==> config.mk <==
export PLATFORM = sky130hd
export DESIGN_NAME = pci_bus_arbiter
export DESIGN_NICKNAME = d
export VERILOG_FILES = /design/src/rtl/pci_arb_pkg.sv /design/src/rtl/pci_bus_arbiter_rr_picker.sv /design/src/rtl/pci_bus_arbiter.sv
export SDC_FILE = /design/constraint.sdc
export NUM_CORES = 1
export LEC_CHECK = 0
export CORE_ASPECT_RATIO = 0.8
export CORE_MARGIN = 2
export CORE_UTILIZATION = 50
export CTS_BUF_LIST = sky130_fd_sc_hd__clkbuf_4
export DETAILED_ROUTE_END_ITERATION = 7
export PLACE_DENSITY = 0.76
export RECOVER_POWER = 100
export SLEW_MARGIN = 5
export SYNTH_ARGS = -nofsm -noshare
export SYNTH_HDL_FRONTEND = slang
export SYNTH_SLANG_ARGS = --single-unit
==> constraint.sdc <==
create_clock -name CLK -period 2.2 [get_ports CLK]
set_input_delay 0.22 -clock CLK [delete_from_list [all_inputs] [get_ports CLK]]
set_output_delay 0.22 -clock CLK [all_outputs]
set_load 0.05 [all_outputs]
==> src/rtl/pci_arb_pkg.sv <==
// rtl/pci_arb_pkg.sv - shared types and constants for the PCI bus arbiter
//
// Purpose : arbiter state encoding and the active-low signalling levels used
//           on REQ/GNT/FRAME/IRDY by the arbiter and by the bus devices.
// Ports   : none (package).
package pci_arb_pkg;

   typedef enum logic [1:0] {
      IDLE   = 2'd0,
      GRANT  = 2'd1,
      XFER   = 2'd2,
      SWITCH = 2'd3
   } arb_state_t;

   localparam logic ACT   = 1'b0;
   localparam logic INACT = 1'b1;

endpackage

==> src/rtl/pci_bus_arbiter_rr_picker.sv <==
// rtl/pci_bus_arbiter_rr_picker.sv - combinational round-robin priority search
//
// Purpose : finds the first active request at or after the pointer, wrapping
//           around the request vector.
// Ports   : req    in  N      request per master, active high
//           ptr    in  IDX_W  index searched first
//           winner out IDX_W  index of the chosen master (0 when none)
//           valid  out 1      at least one request is active
module rr_picker #(
   parameter int N     = 4,
   parameter int IDX_W = $clog2(N)
) (
   input  logic [N-1:0]     req,
   input  logic [IDX_W-1:0] ptr,
   output logic [IDX_W-1:0] winner,
   output logic             valid
);

   // Walk the offsets from farthest to nearest so the nearest active
   // request is the last one written and therefore wins.
   always_comb begin
      winner = '0;
      valid  = 1'b0;
      for (int i = N - 1; i >= 0; i--) begin
         if (req[(int'(ptr) + i) % N]) begin
            winner = IDX_W'((int'(ptr) + i) % N);
            valid  = 1'b1;
         end
      end
   end

endmodule

==> src/rtl/pci_bus_arbiter.sv <==
// rtl/pci_bus_arbiter.sv - central round-robin PCI bus arbiter
//
// Purpose : samples active-low REQ lines, grants the bus round-robin on
//           active-low GNT lines, inserts a one-clock turnaround between
//           grants, revokes unused grants and preempts a bus owner when
//           another master requests (hidden arbitration).
// Ports   : CLK      in  1          bus clock
//           RST      in  1          asynchronous active-high reset
//           REQ      in  N_MASTERS  request per master, active low
//           FRAME    in  1          bus FRAME, active low
//           IRDY     in  1          bus IRDY, active low
//           GNT      out N_MASTERS  grant per master, active low, at most one low
//           GNT_IDX  out IDX_W      index of the current or last granted master
//           BUS_BUSY out 1          transaction in progress (registered)
module pci_bus_arbiter
   import pci_arb_pkg::*;
#(
   parameter int N_MASTERS   = 4,
   parameter int GNT_TIMEOUT = 16,
   parameter int IDX_W       = $clog2(N_MASTERS)
) (
   input  logic                 CLK,
   input  logic                 RST,
   input  logic [N_MASTERS-1:0] REQ,
   input  logic                 FRAME,
   input  logic                 IRDY,
   output logic [N_MASTERS-1:0] GNT,
   output logic [IDX_W-1:0]     GNT_IDX,
   output logic                 BUS_BUSY
);

   localparam int CNT_W = $clog2(GNT_TIMEOUT + 1);

   arb_state_t           state_q, state_n;
   logic [N_MASTERS-1:0] gnt_q, gnt_n;
   logic [IDX_W-1:0]     owner_q, owner_n;
   logic [IDX_W-1:0]     ptr_q, ptr_n;
   logic [CNT_W-1:0]     cnt_q, cnt_n;
   logic                 busy_q;

   logic [N_MASTERS-1:0] req_act;
   logic [N_MASTERS-1:0] owner_mask;
   logic [IDX_W-1:0]     winner;
   logic                 win_valid;
   logic                 owner_req;
   logic                 others_req;
   logic                 bus_idle;
   logic [IDX_W-1:0]     owner_next_ptr;

   // Only a clean low counts as a request; X/Z on a REQ pin is ignored.
   always_comb begin
      req_act = '0;
      for (int i = 0; i < N_MASTERS; i++) begin
         req_act[i] = (REQ[i] === ACT);
      end
   end

   assign bus_idle   = (FRAME == INACT) && (IRDY == INACT);
   assign owner_mask = N_MASTERS'(1) << owner_q;
   assign owner_req  = |(req_act & owner_mask);
   assign others_req = |(req_act & ~owner_mask);

   // Search start after a transaction: the master following the owner.
   assign owner_next_ptr = (int'(owner_q) == N_MASTERS - 1) ? '0 : owner_q + IDX_W'(1);

   rr_picker #(
      .N     (N_MASTERS),
      .IDX_W (IDX_W)
   ) u_rr_picker (
      .req    (req_act),
      .ptr    (ptr_q),
      .winner (winner),
      .valid  (win_valid)
   );

   always_comb begin
      state_n = state_q;
      gnt_n   = gnt_q;
      owner_n = owner_q;
      ptr_n   = ptr_q;
      cnt_n   = cnt_q;

      case (state_q)
         // IDLE and SWITCH differ only in how they are entered; both hold
         // GNT high this clock, which is what gives the turnaround cycle.
         IDLE, SWITCH: begin
            gnt_n = '1;
            if (FRAME == ACT) begin
               // Stray or parked master driving the bus: track it, grant nobody.
               state_n = XFER;
            end else if (win_valid) begin
               state_n = GRANT;
               gnt_n   = ~(N_MASTERS'(1) << winner);
               owner_n = winner;
               cnt_n   = '0;
            end else begin
               state_n = IDLE;
            end
         end

         GRANT: begin
            if (FRAME == ACT) begin
               state_n = XFER;
               ptr_n   = owner_next_ptr;
            end else if (!owner_req) begin
               state_n = SWITCH;
               gnt_n   = '1;
            end else if (cnt_q == CNT_W'(GNT_TIMEOUT - 1)) begin
               state_n = SWITCH;
               gnt_n   = '1;
            end else begin
               cnt_n = cnt_q + CNT_W'(1);
            end
         end

         XFER: begin
            if (bus_idle) begin
               state_n = SWITCH;
               gnt_n   = '1;
            end else if (!owner_req || others_req) begin
               // Once dropped, GNT stays high for the rest of the transaction.
               gnt_n = '1;
            end
         end

         default: begin
            state_n = IDLE;
            gnt_n   = '1;
         end
      endcase
   end

   always_ff @(posedge CLK or posedge RST) begin
      if (RST) begin
         state_q <= IDLE;
         gnt_q   <= '1;
         owner_q <= '0;
         ptr_q   <= '0;
         cnt_q   <= '0;
         busy_q  <= 1'b0;
      end else begin
         state_q <= state_n;
         gnt_q   <= gnt_n;
         owner_q <= owner_n;
         ptr_q   <= ptr_n;
         cnt_q   <= cnt_n;
         busy_q  <= !bus_idle;
      end
   end

   assign GNT      = gnt_q;
   assign GNT_IDX  = owner_q;
   assign BUS_BUSY = busy_q;

   // At most one grant line may be low at any time.
   gnt_one_hot_low : assert property (@(posedge CLK) disable iff (RST)
      $countones(~GNT) <= 1);

endmodule
==> reports/summary.txt, run 1 <==
Min-delay worst type: input port to asynchronous set/reset pin
Met3 Usage GRT: 0.06081
Worst-path clk slew: 0.09 ns
Period utilisation layout: 0.9465
First-pass GRT wire length: 3650 µm
Area of the multi-input gates: 571.8 µm²
RSZ-0062 raised after global routing: false
Synth Net Count: 116
Finished Cell Area: 1220 µm²
CTS tree: built
Worst setup path startpoint: GNT_IDX[0]$_DFFE_PP0P_
Clock Tree Buf Depth: 2
Post-route DRC: 0
Core Rows: 14
Fraction of the yosys area taken by sequential cells: 0.3985
Root Buffer: clkbuf_4
DR pass1 iterations: 4
Via density: 5.660
GRT overflow: 0
CTS buffer count: 3
Worst-path cell chain: inv_1 > ha_1 > nor2b_2 > o41a_2 > o21ai_0 > mux2_2
Postcts setup bufs: 0
Distinct cells, synth: 38
Post-synthesis cell count: 100
Setup_tns: 0 ns
P&R area growth vs syn: 19.93%
WP data arrival: 2.31 ns
Initial Util: 0.5377
Skew final: 0.007558 ns
GRT Overall Usage: 0.2105
Die Span X: 54.43 µm
Setup crit start kind: flop
R2R Path Start: GNT_IDX[0]$_DFFE_PP0P_
Worst-skew pair later-pin latency: 0.29 ns
CP Buf/Inv Count: 1
GP Congestion: 0.8938
Global-route track usage on met2: 0.3229
Post-Syn Area: 1017 µm²
Slew HR: 0.6011
Worst vdd ir: 0.0007376 V
Initial DRC Count: 7
Core area: 1892 µm²
Crit Path Class: flop to flop
Ant diodes: 0
TritonCTS Sinks: 16
Final net count: 137
Crit path largest cell delay: 0.55 ns
Final wirelength: 2007 µm
Layout cells sized above 1: 0.1667
Average cell area after synthesis: 10.17 µm²
Warnings from Yosys: 0
LEAKAGE: 0.0005242 µW
Status: finished clean
Layer with the highest usage: met2
Sequential Area: 406.6 µm²
Per-cell routed wire length: 13.94 µm
Largest net degree at the start of global routing: 17
IO Pins: 15
# fillers: 161
CP max-delay cell: o41a_2
Vias in the first global route: 798
Initial antenna violation count: 0
H-tree levels: 1
Peak Freq: 480.2 MHz
Kind of cell adding the most delay to the critical path: compound AO/OA/AOI/OAI gates
Vias: 815
Cell area power density: 1080 nW/µm²
Die height: 44.34 µm
Slew @ Worst Pin: 0.5977 ns
WP data required: 2.43 ns
Cell Area, Placed: 1204 µm²
Port bufs: 14
Hold Vio Cnt, Final: 0
#FFs+latches synth: 16
Setup violators final: 0
Slew Limit Fails: 0
Post-route ant nets: 0
Dpl hpwl: 1583 µm
Tmin final: 2.082 ns
CP endpoint kind: flop
Crit Path Max Fanout: 6
Die area: 2413 µm²
Met1 usage: 0.3024
# Max-Cap Violations: 0
[worst register-to-register path: stages, from the launching register on]
cell,delay (ns)
dfrtp_2,0.43
inv_1,0.08
ha_1,0.21
nor2b_2,0.18
o41a_2,0.55
o21ai_0,0.35
mux2_2,0.22
[metrics by stage]
step	power, µW	hold slack, ns	instances	worst slack [ns]	utilization
floorplan	965.7	0.1308	100	0.01436	-
global placement	1154	0.4711	140	0.1545	0.6362
detailed placement	1173	0.4766	140	0.09733	0.6362
CTS	1337	0.2991	144	0.1333	0.6501
global route	1428	0.4803	144	0.03671	0.6448
finish	1318	0.4177	144	0.1177	0.6448
[flip-flops by register name, summed over array words and instances (netlist names)]
register	cells
cnt_q	5
ptr_q	2
GNT_IDX	2
state_q	2
GNT	4
BUS_BUSY	1
[metal layers]
layer | vias up | part of all wire | routed length (µm)
met5 | - | 0 | 0
met3 | 3 | 0.060 | 121
li1 | 396 | - | -
met1 | 392 | 0.50 | 1005
met4 | 0 | 0.0080 | 16
met2 | 24 | 0.43 | 864
[repair_timing]
action | in CTS | in global routing
setup endpoints to repair | 0 | 4
hold buffers | 0 | 0
resized for setup | 0 | 1
[synth_stat cells (all sizes together)]
library cell	number	area (µm²)
a22o	3	26.28
a21o	1	7.510
a221oi	1	8.760
dfrtp	12	300.3
xnor2	2	17.52
nor4	2	18.77
nor2b	5	36.29
o21a	1	7.510
o2111a	1	11.26
o22ai	2	12.51
o2bb2ai	1	8.760
and2b	1	7.510
mux2	6	67.56
a211oi	1	7.510
and3	1	6.260
o41a	1	21.27
and3b	1	8.760
nand3	1	5.000
nand4	2	18.77
inv	8	30.03
o31ai	1	7.510
dfstp	4	105.1
and2	2	12.51
nor2	3	11.26
nand2b	4	25.02
a21oi	5	32.53
o211ai	1	7.510
or3b	1	8.760
nand3b	1	7.510
nand2	11	41.29
ha	8	100.1
o21ai	6	30.02
[worst paths after layout]
| check | end | slack (ns) | depth (start not counted) |
|---|---|---|---|
| max | cnt_q[0]$_DFFE_PP0P_ | 0.12 | 6 |
| min | cnt_q[4]$_DFFE_PP0P_ | 0.42 | 2 |
| max reg2reg | cnt_q[0]$_DFFE_PP0P_ | 0.12 | 6 |
| min reg2reg | cnt_q[4]$_DFFE_PP0P_ | 0.50 | 1 |
| max in group asynchronous | GNT_IDX[0]$_DFFE_PP0P_ | 1.35 | 2 |
| min in group CLK | BUS_BUSY$_DFF_PP0_ | 0.49 | 2 |
[cells by family (layout without fill, tap and decap cells)]
logic type | after synthesis | after routing | share of synthesized area
flip-flops | 16 | 16 | 0.3985
AO/OA/AOI/OAI | 25 | 25 | 0.1857
AND/OR/NAND/NOR | 35 | 35 | 0.2042
multiplexers | 6 | 6 | 0.06642
adder cells (fa/ha/maj) | 8 | 8 | 0.09840
buffers and inverters | 8 | 28 | 0.02952
XOR/XNOR | 2 | 2 | 0.01722
[report_power, final]
part | internal (µW) | switching, µW | total, µW
Combinational | 283 | 417 | 700
Clock | 66.1 | 93.8 | 160
Sequential | 385 | 72.9 | 458
Total | 734 | 584 | 1320
[final cells by class]
type | instances | share of cell area
inverters | 8 | 0.02462
flip-flops and latches | 16 | 0.3333
repair buffers | 16 | 0.1272
well taps | 24 | 0.02462
multi-input cells | 76 | 0.4687
clock buffers | 3 | 0.01846
clock inverters | 1 | 0.003077
[placed cells by master (no fill, tap or decap), types with 3 or more instances in the layout]
master,instances
clkbuf_4,3
mux2_2,5
dfrtp_1,11
nor2_1,3
nor2b_1,3
dlygate4sd3_1,9
inv_1,8
nand2b_1,4
ha_1,8
a21oi_1,4
o21ai_0,4
nand2_1,11
a22o_1,3
dfstp_2,4
clkdlybuf4s50_1,5
No activity file was read; power rests on OpenSTA's default activity.
==> run 2, diff against run 1 <==
--- a/constraint.sdc
+++ b/constraint.sdc
@@ -3,2 +3,2 @@
 set_output_delay 0.22 -clock CLK [all_outputs]
-set_load 0.05 [all_outputs]
+set_load 0.1 [all_outputs]
==> reports/summary.txt, run 2 (same netlist as run 1, synthesis figures left out) <==
Status: finished clean (unchanged)
DR pass1 iterations: 4 (unchanged)
H-tree levels: 1 (unchanged)
Post-route DRC: 0 (unchanged)
Period utilisation layout: 0.9250 (was 0.9465)
WP data required: 2.42 ns (was 2.43 ns)
Commonest cells after routing, fill and taps aside: nand2_1, dfrtp_1, inv_1, ha_1 (was dfrtp_1, nand2_1, dlygate4sd3_1, inv_1, ha_1)
# fillers: 161 (unchanged)
Dpl hpwl: 1557 µm (was 1583 µm)
WP data arrival: 2.25 ns (was 2.31 ns)
Final wirelength: 1969 µm (was 2007 µm)
Final net count: 139 (was 137)
Ant diodes: 0 (unchanged)
P&R area growth vs syn: 16.85% (was 19.93%)
Vias in the first global route: 765 (was 798)
CP Buf/Inv Count: 0 (was 1)
Slew Limit Fails: 0 (unchanged)
Worst-path cell chain: ha_1 > nor2b_1 > nor4_2 > o21ai_1 > a21oi_2 > mux2_2 (was inv_1 > ha_1 > nor2b_2 > o41a_2 > o21ai_0 > mux2_2)
CTS buffer count: 3 (unchanged)
Initial Util: 0.5377 (unchanged)
CTS tree: built (unchanged)
CTS resizes: 0 (unchanged)
Crit Path Max Fanout: 6 (unchanged)
Die Span X: 54.43 µm (unchanged)
CP max-delay cell: dfrtp_4 (was o41a_2)
Vias: 812 (was 815)
Skew final: 0.004918 ns (was 0.007558 ns)
Worst setup endpoint: GNT[0]$_DFFE_PP1P_ (was cnt_q[0]$_DFFE_PP0P_)
GRT Overall Usage: 0.1912 (was 0.2105)
Worst slack, placed: 0.1069 ns (was 0.09733 ns)
Via density: 5.562 (was 5.660)
GP Congestion: 0.8767 (was 0.8938)
Final core utilization: 0.6283 (was 0.6448)
Postcts setup bufs: 0 (unchanged)
Top reg by flops: cnt_q (unchanged)
R2R Path Start: GNT_IDX[0]$_DFFE_PP0P_ (unchanged)
Worst-skew pair later-pin latency: 0.29 ns (about the same)
Peak Freq: 491.4 MHz (was 480.2 MHz)
LEAKAGE: 0.0005263 µW (was 0.0005242 µW)
Initial DRC Count: 25 (was 7)
Hold Buf Count CTS: 0 (unchanged)
Worst-path clk slew: 0.09 ns (about the same)
Crit path largest cell delay: 0.51 ns (was 0.55 ns)
Crit Path Class: flop to flop (unchanged)
Slew HR: 0.2233 (was 0.6011)
Clock Tree Buf Depth: 2 (unchanged)
Min-delay worst type: input port to asynchronous set/reset pin (unchanged)
Cell area power density: 1183 nW/µm² (was 1080 nW/µm²)
Die area: 2413 µm² (unchanged)
RSZ-0062 raised after global routing: false (unchanged)
Largest register FFs: 5 (unchanged)
Setup violators final: 0 (unchanged)
Core Rows: 14 (unchanged)
Core area: 1892 µm² (unchanged)
Worst setup path startpoint: GNT_IDX[0]$_DFFE_PP0P_ (unchanged)
Most common cell after layout, fill and taps aside: nand2_1
Worst vdd ir: 0.0007500 V (was 0.0007376 V)
First-pass GRT wire length: 3256 µm (was 3650 µm)
Tmin final: 2.035 ns (was 2.082 ns)
Slew @ Worst Pin: 1.170 ns (was 0.5977 ns)
Overall Power: 1406 µW (was 1318 µW)
Worst r2r dst: GNT[0]$_DFFE_PP1P_ (was cnt_q[0]$_DFFE_PP0P_)
Post-route ant nets: 0 (unchanged)
Die height: 44.34 µm (unchanged)
Setup_tns: 0 ns (unchanged)
# Max-Cap Violations: 0 (unchanged)
TritonCTS Sinks: 16 (unchanged)
R2R depth: 6 (unchanged)
Kind of cell adding the most delay to the critical path: flip-flops (was compound AO/OA/AOI/OAI gates)
Initial antenna violation count: 0 (unchanged)
Critical path depth: 6 (unchanged)
Final worst slack: 0.1651 ns (was 0.1177 ns)
Setup crit start kind: flop (unchanged)
Port bufs: 14 (unchanged)
Per-cell routed wire length: 13.49 µm (was 13.94 µm)
IO Pins: 15 (unchanged)
R2R Setup Slk: 0.17 ns (was 0.12 ns)
Largest net degree at the start of global routing: 17 (unchanged)
CP endpoint kind: flop (unchanged)
Hold Vio Cnt, Final: 0 (unchanged)
Root Buffer: clkbuf_4 (unchanged)
Layout cells sized above 1: 0.2049 (was 0.1667)
GRT overflow: 0 (unchanged)
==> run 2: cell types whose count changed in the layout (fill, tap and decap cells not counted), moves of 2 or more <==
cell	before	now
nor2b_1	3	5
clkbuf_2	0	4
clkbuf_1	0	3
dfrtp_4	0	2
buf_4	2	4
dlygate4sd3_1	9	2
nor2b_2	2	0
==> run 2: worst min path at each step <==
| stage | cells past startpoint | to | slack (ns) |
|---|---|---|---|
| detailed placement | 1 | cnt_q[4]$_DFFE_PP0P_ | 0.48 |
| floorplan | 1 | BUS_BUSY$_DFF_PP0_ | 0.13 |
| CTS | 2 | cnt_q[0]$_DFFE_PP0P_ | 0.30 |
| global route | 2 | BUS_BUSY$_DFF_PP0_ | 0.48 |
| finish | 2 | cnt_q[3]$_DFFE_PP0P_ | 0.42 |
| global placement | 1 | cnt_q[4]$_DFFE_PP0P_ | 0.48 |
==> run 2: power breakdown <==
| part | switching [µW] | internal [µW] |
|---|---|---|
| Combinational | 537 | 249 |
| Clock | 91.8 | 66.0 |
| Sequential | 68.8 | 393 |
==> run 2: per-stage QoR <==
stage / cell area, µm² / instances / hold WS, ns
2_1_floorplan: 1025 / 100 / 0.1309
3_3_place_gp: 1207 / 142 / 0.4755
3_5_place_dp: 1207 / 142 / 0.4838
4_1_cts: 1234 / 146 / 0.3041
5_1_grt: 1189 / 146 / 0.4844
6_report: 1189 / 146 / 0.4213
==> run 2: layout make-up <==
type	count	area [µm²]	area share
clock buffer	3	22.52	0.01895
clock inverter	1	3.754	0.003158
inverter	8	30.03	0.02526
multi-input combinational	76	558.0	0.4695
sequential	16	412.9	0.3474
tap	24	30.03	0.02526
timing repair buffer	18	131.4	0.1105
==> run 2: per-layer routing <==
layer | global-route usage | vias to the layer above | share of wire
met4 | 0.06500 | 0 | 0.0091
met1 | 0.2680 | 385 | 0.50
met2 | 0.2747 | 22 | 0.43
met5 | 0 | - | 0
met3 | 0.06757 | 3 | 0.063
li1 | - | 402 | -
